--- src/rtl/bayer_mosaic_gen_pkg.sv ---
// Shared definitions for the RGB-to-Bayer re-mosaic block: Bayer phase codes,
// sync FSM encodings, position counter width and the CFA sample selector.
package bayer_mosaic_gen_pkg;

  localparam int unsigned BAYER_RGGB = 0;
  localparam int unsigned BAYER_GRBG = 1;
  localparam int unsigned BAYER_GBRG = 2;
  localparam int unsigned BAYER_BGGR = 3;

  localparam int unsigned POS_W = 12;
  localparam logic [POS_W-1:0] POS_MAX = '1;

  typedef enum logic [1:0] {
    StUnsync = 2'd0,
    StVblank = 2'd1,
    StFrame  = 2'd2
  } sync_state_e;

  // Every phase is RGGB with the tile origin shifted by one pixel in x and/or y.
  function automatic logic [7:0] bayer_pick(input logic [1:0] pattern, input logic [1:0] p,
                                            input logic [7:0] r, input logic [7:0] g,
                                            input logic [7:0] b);
    logic [1:0] q;
    case (pattern)
      2'(BAYER_GRBG): q = p ^ 2'b01;
      2'(BAYER_GBRG): q = p ^ 2'b10;
      2'(BAYER_BGGR): q = p ^ 2'b11;
      default:        q = p;
    endcase
    case (q)
      2'b00:   return r;
      2'b11:   return b;
      default: return g;
    endcase
  endfunction

endpackage

--- src/rtl/frame_geom_check.sv ---
// Pixel/line position counters plus sticky line-length and frame-height checks.
// Hits are detected on the input side and published one cycle later, aligned with a 2-stage pipe.
module frame_geom_check #(
  parameter int unsigned source_h = 512,
  parameter int unsigned source_v = 512
) (
  input  logic        clk,
  input  logic        reset_n,
  input  logic        hsync,
  input  logic        den,
  input  logic        check_en,
  input  logic        clear_y,
  input  logic        frame_end,
  input  logic        err_clr,
  output logic [1:0]  pos_p,
  output logic        err_hlen,
  output logic        err_vlen,
  output logic [15:0] frame_cnt,
  output logic        frame_done
);
  import bayer_mosaic_gen_pkg::*;

  localparam logic [POS_W-1:0] SrcH = POS_W'(source_h);
  localparam logic [POS_W-1:0] SrcV = POS_W'(source_v);

  logic             hsync_q;
  logic [POS_W-1:0] x_q, x_d, y_q, y_d, y_inc, y_eff;
  logic             hs_fall, line_end, hlen_hit_d, vlen_hit_d;
  logic             hlen_hit_q, vlen_hit_q, fend_q;
  logic             err_hlen_q, err_hlen_d, err_vlen_q, err_vlen_d;
  logic [15:0]      frame_cnt_q;
  logic             frame_done_q;

  always_comb begin
    hs_fall  = hsync_q & ~hsync;
    line_end = hs_fall & (x_q != '0);
    y_inc    = (y_q == POS_MAX) ? y_q : y_q + 1'b1;
    // A line ending on the frame boundary is counted before the height test.
    y_eff      = line_end ? y_inc : y_q;
    hlen_hit_d = check_en & line_end & (x_q != SrcH);
    vlen_hit_d = frame_end & (y_eff != SrcV);

    x_d = x_q;
    if (!hsync) begin
      x_d = '0;
    end else if (den && (x_q != POS_MAX)) begin
      x_d = x_q + 1'b1;
    end
    y_d = y_q;
    if (clear_y) begin
      y_d = '0;
    end else if (line_end) begin
      y_d = y_inc;
    end

    // An error detected on the same edge as err_clr keeps the flag set.
    err_hlen_d = hlen_hit_q | (err_hlen_q & ~(err_clr & ~hlen_hit_d));
    err_vlen_d = vlen_hit_q | (err_vlen_q & ~(err_clr & ~vlen_hit_d));
  end

  always_ff @(posedge clk) begin
    if (!reset_n) begin
      hsync_q      <= 1'b0;
      x_q          <= '0;
      y_q          <= '0;
      hlen_hit_q   <= 1'b0;
      vlen_hit_q   <= 1'b0;
      fend_q       <= 1'b0;
      err_hlen_q   <= 1'b0;
      err_vlen_q   <= 1'b0;
      frame_cnt_q  <= '0;
      frame_done_q <= 1'b0;
    end else begin
      hsync_q      <= hsync;
      x_q          <= x_d;
      y_q          <= y_d;
      hlen_hit_q   <= hlen_hit_d;
      vlen_hit_q   <= vlen_hit_d;
      fend_q       <= frame_end;
      err_hlen_q   <= err_hlen_d;
      err_vlen_q   <= err_vlen_d;
      frame_cnt_q  <= fend_q ? frame_cnt_q + 16'd1 : frame_cnt_q;
      frame_done_q <= fend_q;
    end
  end

  assign pos_p      = {y_q[0], x_q[0]};
  assign err_hlen   = err_hlen_q;
  assign err_vlen   = err_vlen_q;
  assign frame_cnt  = frame_cnt_q;
  assign frame_done = frame_done_q;

endmodule

--- src/rtl/bayer_mosaic_gen.sv ---
// RGB-to-Bayer re-mosaic: sync FSM, 2-stage sync/data pipe and CFA sample select,
// with frame geometry checking delegated to frame_geom_check.
module bayer_mosaic_gen #(
  parameter int unsigned source_h      = 512,
  parameter int unsigned source_v      = 512,
  parameter int unsigned BAYER_PATTERN = 0
) (
  input  logic        clk,
  input  logic        reset_n,
  input  logic        in_vsync,
  input  logic        in_hsync,
  input  logic        in_den,
  input  logic [7:0]  in_R,
  input  logic [7:0]  in_G,
  input  logic [7:0]  in_B,
  input  logic        err_clr,
  output logic        out_vsync,
  output logic        out_hsync,
  output logic        out_den,
  output logic [7:0]  out_raw,
  output logic        frame_done,
  output logic [15:0] frame_cnt,
  output logic        err_hlen,
  output logic        err_vlen
);
  import bayer_mosaic_gen_pkg::*;

  localparam logic [1:0] Pattern = 2'(BAYER_PATTERN);

  sync_state_e state_q, state_d;
  logic        sync_ok, check_en, clear_y, frame_end;
  logic [1:0]  pos_p;
  logic        s1_vsync, s1_hsync, s1_den;
  logic [7:0]  s1_r, s1_g, s1_b;
  logic [1:0]  s1_p;

  always_ff @(posedge clk) begin
    if (!reset_n) begin
      state_q <= StUnsync;
    end else begin
      state_q <= state_d;
    end
  end

  always_comb begin
    state_d = state_q;
    unique case (state_q)
      StUnsync: if (!in_vsync) state_d = StVblank;
      StVblank: if (in_vsync)  state_d = StFrame;
      StFrame:  if (!in_vsync) state_d = StVblank;
      default:  state_d = StUnsync;
    endcase
  end

  always_comb begin
    sync_ok   = (state_q != StUnsync);
    check_en  = (state_q == StFrame);
    clear_y   = (state_q != StFrame);
    frame_end = check_en & ~in_vsync;
  end

  frame_geom_check #(
    .source_h(source_h),
    .source_v(source_v)
  ) u_geom (
    .clk       (clk),
    .reset_n   (reset_n),
    .hsync     (in_hsync),
    .den       (in_den & sync_ok),
    .check_en  (check_en),
    .clear_y   (clear_y),
    .frame_end (frame_end),
    .err_clr   (err_clr),
    .pos_p     (pos_p),
    .err_hlen  (err_hlen),
    .err_vlen  (err_vlen),
    .frame_cnt (frame_cnt),
    .frame_done(frame_done)
  );

  always_ff @(posedge clk) begin
    if (!reset_n) begin
      s1_vsync  <= 1'b0;
      s1_hsync  <= 1'b0;
      s1_den    <= 1'b0;
      s1_r      <= '0;
      s1_g      <= '0;
      s1_b      <= '0;
      s1_p      <= '0;
      out_vsync <= 1'b0;
      out_hsync <= 1'b0;
      out_den   <= 1'b0;
      out_raw   <= '0;
    end else begin
      s1_vsync  <= in_vsync;
      s1_hsync  <= in_hsync;
      s1_den    <= in_den & sync_ok;
      s1_r      <= in_R;
      s1_g      <= in_G;
      s1_b      <= in_B;
      s1_p      <= pos_p;
      out_vsync <= s1_vsync;
      out_hsync <= s1_hsync;
      out_den   <= s1_den;
      out_raw   <= s1_den ? bayer_pick(Pattern, s1_p, s1_r, s1_g, s1_b) : 8'h00;
    end
  end

endmodule

--- config.mk ---
export PLATFORM = sky130hd
export DESIGN_NAME = bayer_mosaic_gen
export DESIGN_NICKNAME = d
export VERILOG_FILES = /design/src/rtl/bayer_mosaic_gen_pkg.sv /design/src/rtl/frame_geom_check.sv /design/src/rtl/bayer_mosaic_gen.sv
export SDC_FILE = /design/constraint.sdc
export NUM_CORES = 1
export LEC_CHECK = 0
export CAP_MARGIN = 25
export CORE_MARGIN = 2
export CORE_UTILIZATION = 52
export DETAILED_ROUTE_END_ITERATION = 7
export GPL_TIMING_DRIVEN = 1
export PLACE_DENSITY = 0.78
export SLEW_MARGIN = 40
export SYNTH_ARGS = -nofsm -noshare
export SYNTH_HDL_FRONTEND = slang
export SYNTH_SLANG_ARGS = --single-unit
--- constraint.sdc ---
create_clock -name clk -period 2.2 [get_ports clk]
set_input_delay 0.66 -clock clk [delete_from_list [all_inputs] [get_ports clk]]
set_output_delay 0.66 -clock clk [all_outputs]
set_load 0.02 [all_outputs]
After elaboration in Yosys (flattened, before gate mapping) --
Cells that the tools add are included.
Word-level totals: register bits 88, input port bits 30, output and inout bits 30
Operators by class: $add $sub $neg 3, equal/unequal tests 10, mux-type cells 7, bitwise gates (word level) 20, reduce and logical (&&, ||, !) cells 10
Operators by type and width (number):
- $add A12 B1 Y12 const B | 2
- $mux W12 | 2
- $ne A12 B10 Y1 const B | 2
- $add A16 B1 Y16 const B | 1
- $pmux W8 S2 | 1
- $eq A12 B12 Y1 const B | 1
- $ne A12 B12 Y1 const B | 1
- $reduce_bool A12 Y1 | 1
- $and A1 B1 Y1 | 11
- $not A1 Y1 | 7
- $mux W2 | 3
- $ne A2 B2 Y1 const B | 3
- $reduce_and A2 Y1 | 3
- $eq A2 B2 Y1 const B | 2
- $logic_not A2 Y1 | 2
- $pmux W2 S2 | 1
- $reduce_or A2 Y1 | 2
- $eq A2 B1 Y1 const B | 1
- $or A1 B1 Y1 | 2
- $reduce_bool A2 Y1 | 1
- $logic_and A1 B1 Y1 | 1

Depth between registers and ports, before layout --
Gate-level depths: netlist (run 1).
depth after elaboration 11, gate-level depth with buffers 8, depth with buffers taken out 8

Hierarchy --
A second synthesis (run 1) with hierarchy kept.
Second synthesis, totals: cell total of the unflattened synthesis 386, area, all modules 3703.6 µm²
Modules (own cells, without submodules):
- frame_geom_check | instances 1, cells each 269, area each 2278.4 µm², seq. area each 940.9 µm²
- bayer_mosaic_gen | instances 1, cells each 117, area each 1425.1 µm², seq. area each 840.8 µm²

Least setup slack after synthesis (run 1) --
No wires, ideal clock.
kind input-to-reg, start input in_hsync, end register u_geom.err_vlen_q (netlist: u_geom.err_vlen), setup time 121 ps, arrival time 1714 ps, path slack 365 ps, stages 5, path buffers 0, cells stage by stage nor2b_1 -> nand4_1 -> or4_4 -> a41oi_2 -> o21ai_1
On the way: word-level cells in the longest chain between the ends 11
RTL lines:
- start, declared | line bayer_mosaic_gen.sv:11 | input logic in_hsync,
- $not A1 Y1 | line frame_geom_check.sv:35 | hs_fall = hsync_q & ~hsync;
- $and A1 B1 Y1 | line frame_geom_check.sv:35
- $and A1 B1 Y1 | line frame_geom_check.sv:36 | line_end = hs_fall & (x_q != '0);
- $mux W12
- $ne A12 B10 Y1 | line frame_geom_check.sv:41 | vlen_hit_d = frame_end & (y_eff != SrcV);
- $and A1 B1 Y1 | line frame_geom_check.sv:41
- $not A1 Y1 | line frame_geom_check.sv:58 | err_vlen_d = vlen_hit_q | (err_vlen_q & ~(err_clr & ~vlen_hit_d));
- $and A1 B1 Y1 | line frame_geom_check.sv:58
- $not A1 Y1 | line frame_geom_check.sv:58
- $and A1 B1 Y1 | line frame_geom_check.sv:58
- $or A1 B1 Y1 | line frame_geom_check.sv:58
- end signal, assigned | line frame_geom_check.sv:81 | err_vlen_q <= err_vlen_d;
- end, declared | line frame_geom_check.sv:30 | logic err_hlen_q, err_hlen_d, err_vlen_q, err_vlen_d;
No other way between the ends. A chain may end at the register's enable or synchronous reset.

Worst setup path in the final report (run 1) --
start register u_geom.frame_cnt_q[5] (netlist: u_geom.frame_cnt[5]), end output frame_cnt[5]
RTL lines:
- start, declared | line frame_geom_check.sv:31 | logic [15:0] frame_cnt_q;
- start signal, assigned | line frame_geom_check.sv:82 | frame_cnt_q <= fend_q ? frame_cnt_q + 16'd1 : frame_cnt_q;
- end, declared | line bayer_mosaic_gen.sv:22 | output logic [15:0] frame_cnt,
No word-level cell between the ends.

==> metrics.txt, run 1 <==
result of the run finished clean; initial drt markers 125; total wire length 7210 µm; io pins 60; nets 494; cell area after placement 4280 µm²; CTS resizes 0; sequential share of power 54.5%; Cell Pwr Density 666 nW/µm²; vias in the first global route 2709; Avg Vias per Cell 5.28; post-synth cell types 48; Post-CTS Setup Inserts 0; cts bufs inserted 9; syn_area_per_cell 9.11 µm²; CTS Hold Bufs 0; Wirelength per Cell 13.3 µm; CP peak stage delay 0.64 ns; Post-synth EDFFs 0; Max Clock Skew 0.0117 ns; top-count cell post-synth dfxtp_1; type of origin of the critical path flip-flop; Worst setup EP type primary output; DIE AREA 7530 µm²; Max FO, Critical Path 6; std cell rows 30; Post-synth ARST share 0%; top cells by count, synth dfxtp_1 (88), nor2_1 (63), and2_1 (33); relative slew slack 68.7%; Worst Path Arrival 1.43 ns; core area 6720 µm²; GPL Wtd Cong 0.938; antenna viol nets, final 0; Die Ht 86.8 µm; IO Port Bufs 59; Seq cells post-synth 88; Max rail drop VDD 344 µV; CTS tree built; DP Wirelength 5220 µm; global-route wire length before repair 12300 µm; largest net degree at the start of global routing 22; largest cells by area after synthesis dfxtp_1 (49%), nor2_1 (6.6%), and2_1 (5.8%); Final min period 2.09 ns; # H-tree levels 3; critical path buffer and inverter count 1; drt pass-1 iters 4; Slowest-stage cell, CP clkdlybuf4s50_1; static leakage 0.00168 µW; Area Growth Syn to Fin 26.4%; endpoints failing hold 0; Overflow after GRT 0; Total GRT Usage 20.7%; Least-Margin Pin Slew 0.469 ns; Post-Syn Instances 391; Worst EP required 1.54 ns; WS Path Type flip-flop to primary output; Crit path max-delay family buffers and inverters; share of cells above drive strength 1 8.21%; # diodes 0; Switching Share 20.4%; mapped cell area 3560 µm²; Gate power share 5.0%; Final setup viols 0; max frequency 478 MHz; Max Slew Vio Count 0; warning count from the yosys run 0; antenna violations before repair 0; Hold Path Class flip-flop to flip-flop; ys flop type dfxtp_1; initial core utilization 53.0%; worst-skew pair later-pin latency 0.35 ns; Synth area leader dfxtp_1; crit share post-route 95.0%; DR DRC count 0; # clock sinks 88; NetSw 612 µW; register area share after synthesis 49.5%; max-cap violation count 0; DR vias 2867; Power Internal 2390 µW; clock group share of total power 40.5%; DIE WIDTH 86.8 µm; unrepaired setup endpoints after global routing false; clock tree buffer depth 2; Yosys top cell area share 49.5%; post-layout util 67.0%; clk slew on worst S/H paths 0.08 ns; CTS root buffer clkbuf_8; Synth Net Count 427; Finished Cell Area 4500 µm²; CP cell instances clkdlybuf4s50_1
-- path summary, 6_finish.rpt --
kind | start | cells after the start | slack, ns | to
max | u_geom.frame_cnt[5] | 1 | 0.11 | frame_cnt[5]
min | s1_vsync | 1 | 0.45 | out_vsync
max reg2reg | u_geom.y_q[1] | 5 | 0.32 | u_geom.err_vlen
min reg2reg | s1_vsync | 1 | 0.45 | out_vsync
-- placed cells by master, fill, tap and decap left out, types with 3 or more instances in the layout --
cell type,n
mux2i_1,6
dfxtp_1,88
nand3_1,16
nor2b_1,4
a21oi_1,17
nand4_1,11
nand2_1,24
xnor2_1,10
and4_1,4
o21ai_0,5
clkbuf_8,10
xor2_1,16
inv_1,10
clkdlybuf4s50_1,59
a22oi_1,9
buf_4,14
a211oi_1,3
nor4b_1,3
and3_1,5
and2_1,33
nor2_1,63
o21ai_1,3
ha_1,6
or3_1,4
nor3_1,7
-- state kept, by name, indices dropped and copies added, names as in the netlist --
| signal | cells |
|---|---|
| out_raw | 8 |
| s1_g | 8 |
| s1_den | 1 |
| s1_r | 8 |
| u_geom.fend_q | 1 |
| out_vsync | 1 |
| u_geom.hlen_hit_q | 1 |
| u_geom.err_vlen | 1 |
| u_geom.frame_done | 1 |
| u_geom.frame_cnt | 16 |
| u_geom.x_q | 12 |
| u_geom.err_hlen | 1 |
| s1_vsync | 1 |
| s1_b | 8 |
| out_hsync | 1 |
| state_q | 2 |
| u_geom.hsync_q | 1 |
| u_geom.vlen_hit_q | 1 |
| u_geom.y_q | 12 |
| out_den | 1 |
| s1_p | 2 |
-- per-layer routing --
layer | vias to the layer above | part of all wire, % | GRT usage [%]
met5 | - | 0 | 0
met4 | 0 | 2.3 | 9.38
met3 | 13 | 3.3 | 3.90
met2 | 60 | 48 | 34.1
met1 | 1324 | 47 | 26.5
li1 | 1470 | - | -
-- cells by family after synthesis --
group | Yosys count | share of synthesized area (%)
compound gates | 50 | 9.20
buf+inv | 27 | 3.27
xor+xnor | 26 | 6.39
fa+ha+maj | 6 | 2.11
mux | 6 | 1.69
flops | 88 | 49.5
simple gates | 188 | 27.9
-- power by group through the flow --
stage / clock (µW) / sequential [µW] / combinational (µW)
detailed placement: 0 / 1670 / 149
CTS: 1240 / 1630 / 151
finish: 1220 / 1630 / 149
global placement: 0 / 1670 / 147
floorplan: 0 / 1670 / 61.0
global route: 1320 / 1640 / 164
-- layout make-up --
type | count | area [µm²]
repair buffers | 73 | 696
well taps | 80 | 100
fillers | 528 | 2220
clock buffers | 12 | 145
clock inverters | 4 | 77.6
flip-flops and latches | 88 | 1760
multi-input cells | 276 | 1680
inverters | 10 | 37.5
-- through the flow --
stage	hold slack, ns	std cells	setup slack (ns)	TNS [ns]	power (µW)
floorplan	0.412	391	0.365	0	1730
global placement	0.420	527	-0.0203	-0.0247	1820
detailed placement	0.430	527	-0.0567	-0.137	1820
CTS	0.448	543	0.0832	0	3030
global route	0.473	543	0.0426	0	3130
finish	0.448	543	0.109	0	3000
(Power assumes the default switching activity.)
==> run 2, diff against run 1 <==
--- a/config.mk
+++ b/config.mk
@@ -7,10 +7,10 @@
 export LEC_CHECK = 0
 export CAP_MARGIN = 25
 export CORE_MARGIN = 2
-export CORE_UTILIZATION = 52
+export CORE_UTILIZATION = 40
 export DETAILED_ROUTE_END_ITERATION = 7
 export GPL_TIMING_DRIVEN = 1
-export PLACE_DENSITY = 0.78
+export PLACE_DENSITY = 0.63
 export SLEW_MARGIN = 40
 export SYNTH_ARGS = -nofsm -noshare
 export SYNTH_HDL_FRONTEND = slang
==> metrics.txt, run 2 (synthesis results as in run 1) <==
Slowest-stage cell, CP clkdlybuf4s50_1; CTS resizes 0 (unchanged); Max Slew Vio Count 0 (unchanged); Post-CTS Setup Inserts 0 (unchanged); Max rail drop VDD 326 µV (-5.1%); CP peak stage delay 0.64 ns (about the same); nets 493 (-0.20%); post-layout util 52.0% (-15 points); unrepaired setup endpoints after global routing false; Total GRT Usage 15.9% (-4.8 points); max reg flops 16 (unchanged); DP Wirelength 5200 µm (-0.26%); DIE WIDTH 98.4 µm (+13%); endpoints failing hold 0 (unchanged); relative slew slack 68.6% (-0.13 points); placed cells 554 (+5.1%); non-filler cells, final 570 (+5.0%); Die Ht 98.4 µm (+13%); Hold Path Class flip-flop to flip-flop; clk slew on worst S/H paths 0.09 ns (about the same); Cell Pwr Density 655 nW/µm² (-1.7%); # H-tree levels 3 (unchanged); pre-CTS WS -0.116 ns (-0.0595 ns); share of cells above drive strength 1 8.44% (+0.23 points); max-cap violation count 0 (unchanged); initial core utilization 41.0% (-12 points); crit share post-route 95.1% (about the same); Final setup viols 0 (unchanged); Area Growth Syn to Fin 26.8%; core area 8680 µm² (+29%); DR vias 2807 (-2.1%); Worst Path Arrival 1.43 ns (about the same); drt pass-1 iters 4 (unchanged); GPL Wtd Cong 0.817 (-13%); # fillers 799 (+51%); critical path buffer and inverter count 1 (unchanged); static leakage 0.00168 µW (-0.38%); CTS Hold Bufs 0 (unchanged); std cell rows 34 (+13%); # diodes 0 (unchanged); global-route wire length before repair 12600 µm (+2.2%); result of the run finished clean; Max FO, Critical Path 6 (unchanged); cts bufs inserted 9 (unchanged); # clock sinks 88 (unchanged); IO Port Bufs 59 (unchanged); max frequency 478 MHz (about the same); most common cell after layout, fill and taps aside dfxtp_1; Worst setup EP type primary output; CTS root buffer clkbuf_8; PnR worst setup slack 0.109 ns (-0.000527 ns); CTS tree built; clock tree buffer depth 2 (unchanged); Wirelength per Cell 12.8 µm (-3.9%); type of origin of the critical path flip-flop; Overflow after GRT 0 (unchanged); Max Clock Skew 0.0112 ns (-0.000499 ns); total wire length 7270 µm (+0.87%); worst-skew pair later-pin latency 0.36 ns (about the same); DR DRC count 0 (unchanged); commonest cells after routing, fill and taps aside dfxtp_1 (88), nor2_1 (63), clkdlybuf4s50_1 (59); Final min period 2.09 ns (+0.000527 ns); antenna viol nets, final 0 (unchanged); WS Path Type flip-flop to primary output; Least-Margin Pin Slew 0.468 ns (-0.00161 ns); Crit path max-delay family buffers and inverters; largest net degree at the start of global routing 31 (+41%); Avg Vias per Cell 4.92 (-6.7%); DIE AREA 9680 µm² (+29%); antenna violations before repair 0 (unchanged); CP cell instances clkdlybuf4s50_1; initial drt markers 88 (-30%); vias in the first global route 2736 (+1.0%); io pins 60 (unchanged); Worst EP required 1.54 ns (about the same)
run 2: per-layer routing:
| layer | wire, µm | GRT usage, % |
|---|---|---|
| met1 | 3550 | 22.0 |
| met2 | 3280 | 24.1 |
| met4 | 97 | 6.32 |
| met3 | 341 | 3.72 |
| met5 | 0 | 0 |
run 2: layout make-up:
type / count / area (µm²) / area share (%)
timing repair buffer: 72 / 688 / 15.2
clock buffer: 10 / 138 / 3.05
tap: 108 / 135 / 2.99
sequential: 88 / 1760 / 39.0
multi-input combinational: 276 / 1680 / 37.3
clock inverter: 6 / 72.6 / 1.61
inverter: 10 / 37.5 / 0.831
run 2: final timing paths:
kind | from | endpoint | slack [ns] | depth (start not counted)
min reg2reg | s1_vsync | out_vsync | 0.45 | 1
max reg2reg | u_geom.y_q[1] | u_geom.err_vlen | 0.27 | 5
max | u_geom.frame_cnt[5] | frame_cnt[5] | 0.11 | 1
min | s1_vsync | out_vsync | 0.45 | 1
run 2: metrics by stage:
step / hold WS [ns] / power (µW) / instance area [µm²] / setup TNS, ns
5_1_grt: 0.454 / 3080 / 4520 / 0
3_5_place_dp: 0.443 / 1820 / 4310 / -0.280
3_3_place_gp: 0.417 / 1820 / 4310 / -0.109
6_report: 0.449 / 2960 / 4520 / 0
4_1_cts: 0.455 / 3000 / 4520 / 0
2_1_floorplan: 0.412 / 1730 / 3560 / 0
run 2: worst register-to-register path: stages, from the launching register on:
cell     delay [ns]
dfxtp_1        0.47
ha_1           0.41
nand3_4        0.14
or4_4          0.52
a41oi_2        0.19
o21ai_1        0.08
run 2: where the power goes:
part | switching (µW) | internal, µW
clock network | 604 | 574
registers | 10.8 | 1620
logic | 60.8 | 85.2
==> run 3, diff against run 2 <==
--- a/config.mk
+++ b/config.mk
@@ -14,4 +14,5 @@
 export SLEW_MARGIN = 40
 export SYNTH_ARGS = -nofsm -noshare
 export SYNTH_HDL_FRONTEND = slang
+export SYNTH_HIERARCHICAL = 1
 export SYNTH_SLANG_ARGS = --single-unit
==> metrics.txt, run 3 <==
Final min period 2.21 ns (+0.118 ns); CTS Hold Bufs 0 (unchanged); Max Clock Skew 0.0114 ns (+0.000213 ns); relative slew slack 59.0% (-9.6 points); Worst setup EP type flip-flop; clk slew on worst S/H paths 0.09 ns (about the same); Overflow after GRT 0 (unchanged); warning count from the yosys run 6 (+6); IO Port Bufs 59 (unchanged); initial core utilization 40.7% (-0.39 points); CTS root buffer clkbuf_8; io pins 60 (unchanged); core area 9110 µm² (+5.0%); DR DRC count 0 (unchanged); Worst EP required 2.45 ns (+0.91 ns); most common cell after layout, fill and taps aside dfxtp_1; clock tree buffer depth 2 (unchanged); CP cell instances clkdlybuf4s50_1 > nand2b_1 > or3_2 > nor3b_2 > o21ai_1 > a211oi_2 > o21ai_1; max-cap violation count 0 (unchanged); Max FO, Critical Path 3 (-3); Seq cells post-synth 89 (+1.1%); global-route wire length before repair 12900 µm (+2.7%); Max rail drop VDD 296 µV (-9.3%); max frequency 453 MHz (-5.4%); CP peak stage delay 0.54 ns (-0.10 ns); failing checks negative setup slack; Post-synth ARST share 0% (unchanged); Total GRT Usage 16.2% (+0.30 points); crit share post-route 100% (+5.4 points); DR vias 2864 (+2.0%); hold_ws 0.438 ns (-0.0112 ns); register area share after synthesis 48.1% (-1.3 points); Post-synth EDFFs 0 (unchanged); pre-CTS WS -0.416 ns (-0.300 ns); Area Growth Syn to Fin 31.0%; Synth Area in Compound Gates 8.24% (-0.96 points); GPL Wtd Cong 0.848 (+3.8%); Hold Path Class flip-flop to flip-flop; largest cells by area after synthesis dfxtp_1 (48%), and2_1 (5.6%), nor2_1 (5.1%); DP Wirelength 5520 µm (+6.1%); mapped cell area 3700 µm² (+4.0%); std cell rows 35 (+2.9%); Cell Pwr Density 597 nW/µm² (-8.8%); reg2reg setup slack 0.04 ns (-0.23 ns); result of the run finished with violations; top cells by count, synth dfxtp_1 (89), nor2_1 (50), and2_1 (33); Synth Net Count 422 (-1.2%); CTS tree built; drt pass-1 iters 5 (+1); initial drt markers 47 (-47%); critical path buffer and inverter count 1 (unchanged); Yosys top cell area share 48.1% (-1.3 points); DIE AREA 10000 µm² (+3.8%); antenna violations before repair 0 (unchanged); # H-tree levels 3 (unchanged); syn_area_per_cell 9.59 µm² (+5.3%); Worst Path Arrival 2.46 ns (+1.03 ns); post-synthesis xor/xnor area fraction 6.86% (+0.47 points); total wire length 7750 µm (+6.7%); Slowest-stage cell, CP or3_2; unrepaired setup endpoints after global routing true; Final setup viols 1 (+1); post-layout util 53.3% (+1.2 points); Most common cell on crit path o21ai_1; Synth Area in Simple Gates 28.2% (+0.29 points); Crit path max-delay family simple AND/OR/NAND/NOR gates; post-synth cell types 47 (-2.1%); max reg flops 16 (unchanged); # diodes 0 (unchanged); Die Ht 100 µm (+1.9%); type of origin of the critical path primary input; cts bufs inserted 9 (unchanged); Synth area leader dfxtp_1; Post-Syn Instances 386 (-1.3%); Wirelength per Cell 13.2 µm (+3.4%); nets 508 (+3.0%); largest family of logic cells by synthesized area simple AND/OR/NAND/NOR gates; static leakage 0.00183 µW (+9.1%); vias in the first global route 2788 (+1.9%); WS Path Type primary input to flip-flop; Max Slew Vio Count 0 (unchanged); share of cells above drive strength 1 19.1% (+11 points); antenna viol nets, final 0 (unchanged); post-synthesis adder-cell area fraction 2.03% (-0.080 points); multiplexer share of the synthesized area 2.57% (+0.88 points); overall power 2900 µW (-2.0%); setup TNS -0.00970 ns (-0.00970 ns); # clock sinks 89 (+1.1%); PnR worst setup slack -0.00970 ns (-0.118 ns); endpoints failing hold 0 (unchanged); commonest cells after routing, fill and taps aside dfxtp_1 (87), clkdlybuf4s50_1 (59), nor2_1 (50); Avg Vias per Cell 4.87 (-1.1%); Least-Margin Pin Slew 0.615 ns (+0.147 ns); ys flop type dfxtp_1; top-count cell post-synth dfxtp_1; largest net degree at the start of global routing 19 (-39%); DIE WIDTH 100 µm (+1.9%); worst-skew pair later-pin latency 0.36 ns (about the same)
## run 3: changes by cell type in the layout (fill, tap and decap cells not counted), moves of 4 or more
cell,before,now
buf_4,13,31
a221oi_2,0,8
nand2_1,24,20
a22oi_1,9,0
nor2b_1,4,12
nor2_1,63,50
nor3_2,0,10
a21oi_1,17,6
## run 3: metrics by stage
step,instances,cell area (µm²)
2_1_floorplan,386,3700
3_3_place_gp,572,4590
3_5_place_dp,572,4590
4_1_cts,588,4830
5_1_grt,588,4850
6_report,588,4850
## run 3: logic make-up (layout without fill, tap and decap cells)
logic type	count (synthesis)	count (layout)
and+or+nand+nor	186	186
buffers and inverters	32	123
xor gates and xnor gates	29	29
AOI/OAI and AO/OA	35	35
muxes	9	9
adders and majority gates	6	6
DFF	89	89
## run 3: what timing repair did
action / CTS / global route
pin swaps: 5 / 5
setup endpoints to repair: 2 / 6
gates cloned: 0 / 0
endpoints found under the hold margin: 0 / 0
setup buffers: 3 / 0
gates resized for setup: 11 / 5
## run 3: final timing paths
check,from,to,cells past startpoint
setup / recovery,in_hsync,u_geom/err_vlen,7
hold / removal,s1_hsync,out_hsync,1
setup reg to reg,u_geom/y_q[5],u_geom/err_vlen,7
hold reg to reg,s1_hsync,out_hsync,1
## run 3: layout make-up
type	instances	area, µm²
clock buffer	9	124
clock inverter	7	67.6
fill	852	4260
inverter	15	56.3
multi-input combinational	265	1840
sequential	89	1780
tap	111	139
timing repair buffer	92	846
## run 3: worst reg2reg max path, cell delays in order, from the launching register on
cell and delay, ns:
dfxtp_1 0.48, nand4_1 0.27, nor3_2 0.54, nor3_2 0.14, a211oi_2 0.21, nor2_1 0.08, a211oi_2 0.25, o21ai_1 0.08
## run 3: routing by layer
metal  GRT usage, %  wire [µm]  up-vias
met2           27.5       3600       57
li1               -          -     1475
met5              0          0        -
met1           19.7       3660     1321
met4           5.16        127        0
met3           5.01        367       11
## run 3: power by group
group / internal, µW / switching (µW) / total, µW / leakage [µW]
sequential: 1640 / 13.7 / 1660 / 0.000726
clock: 438 / 638 / 1080 / 0.0000940
combinational: 98.4 / 67.4 / 166 / 0.00101
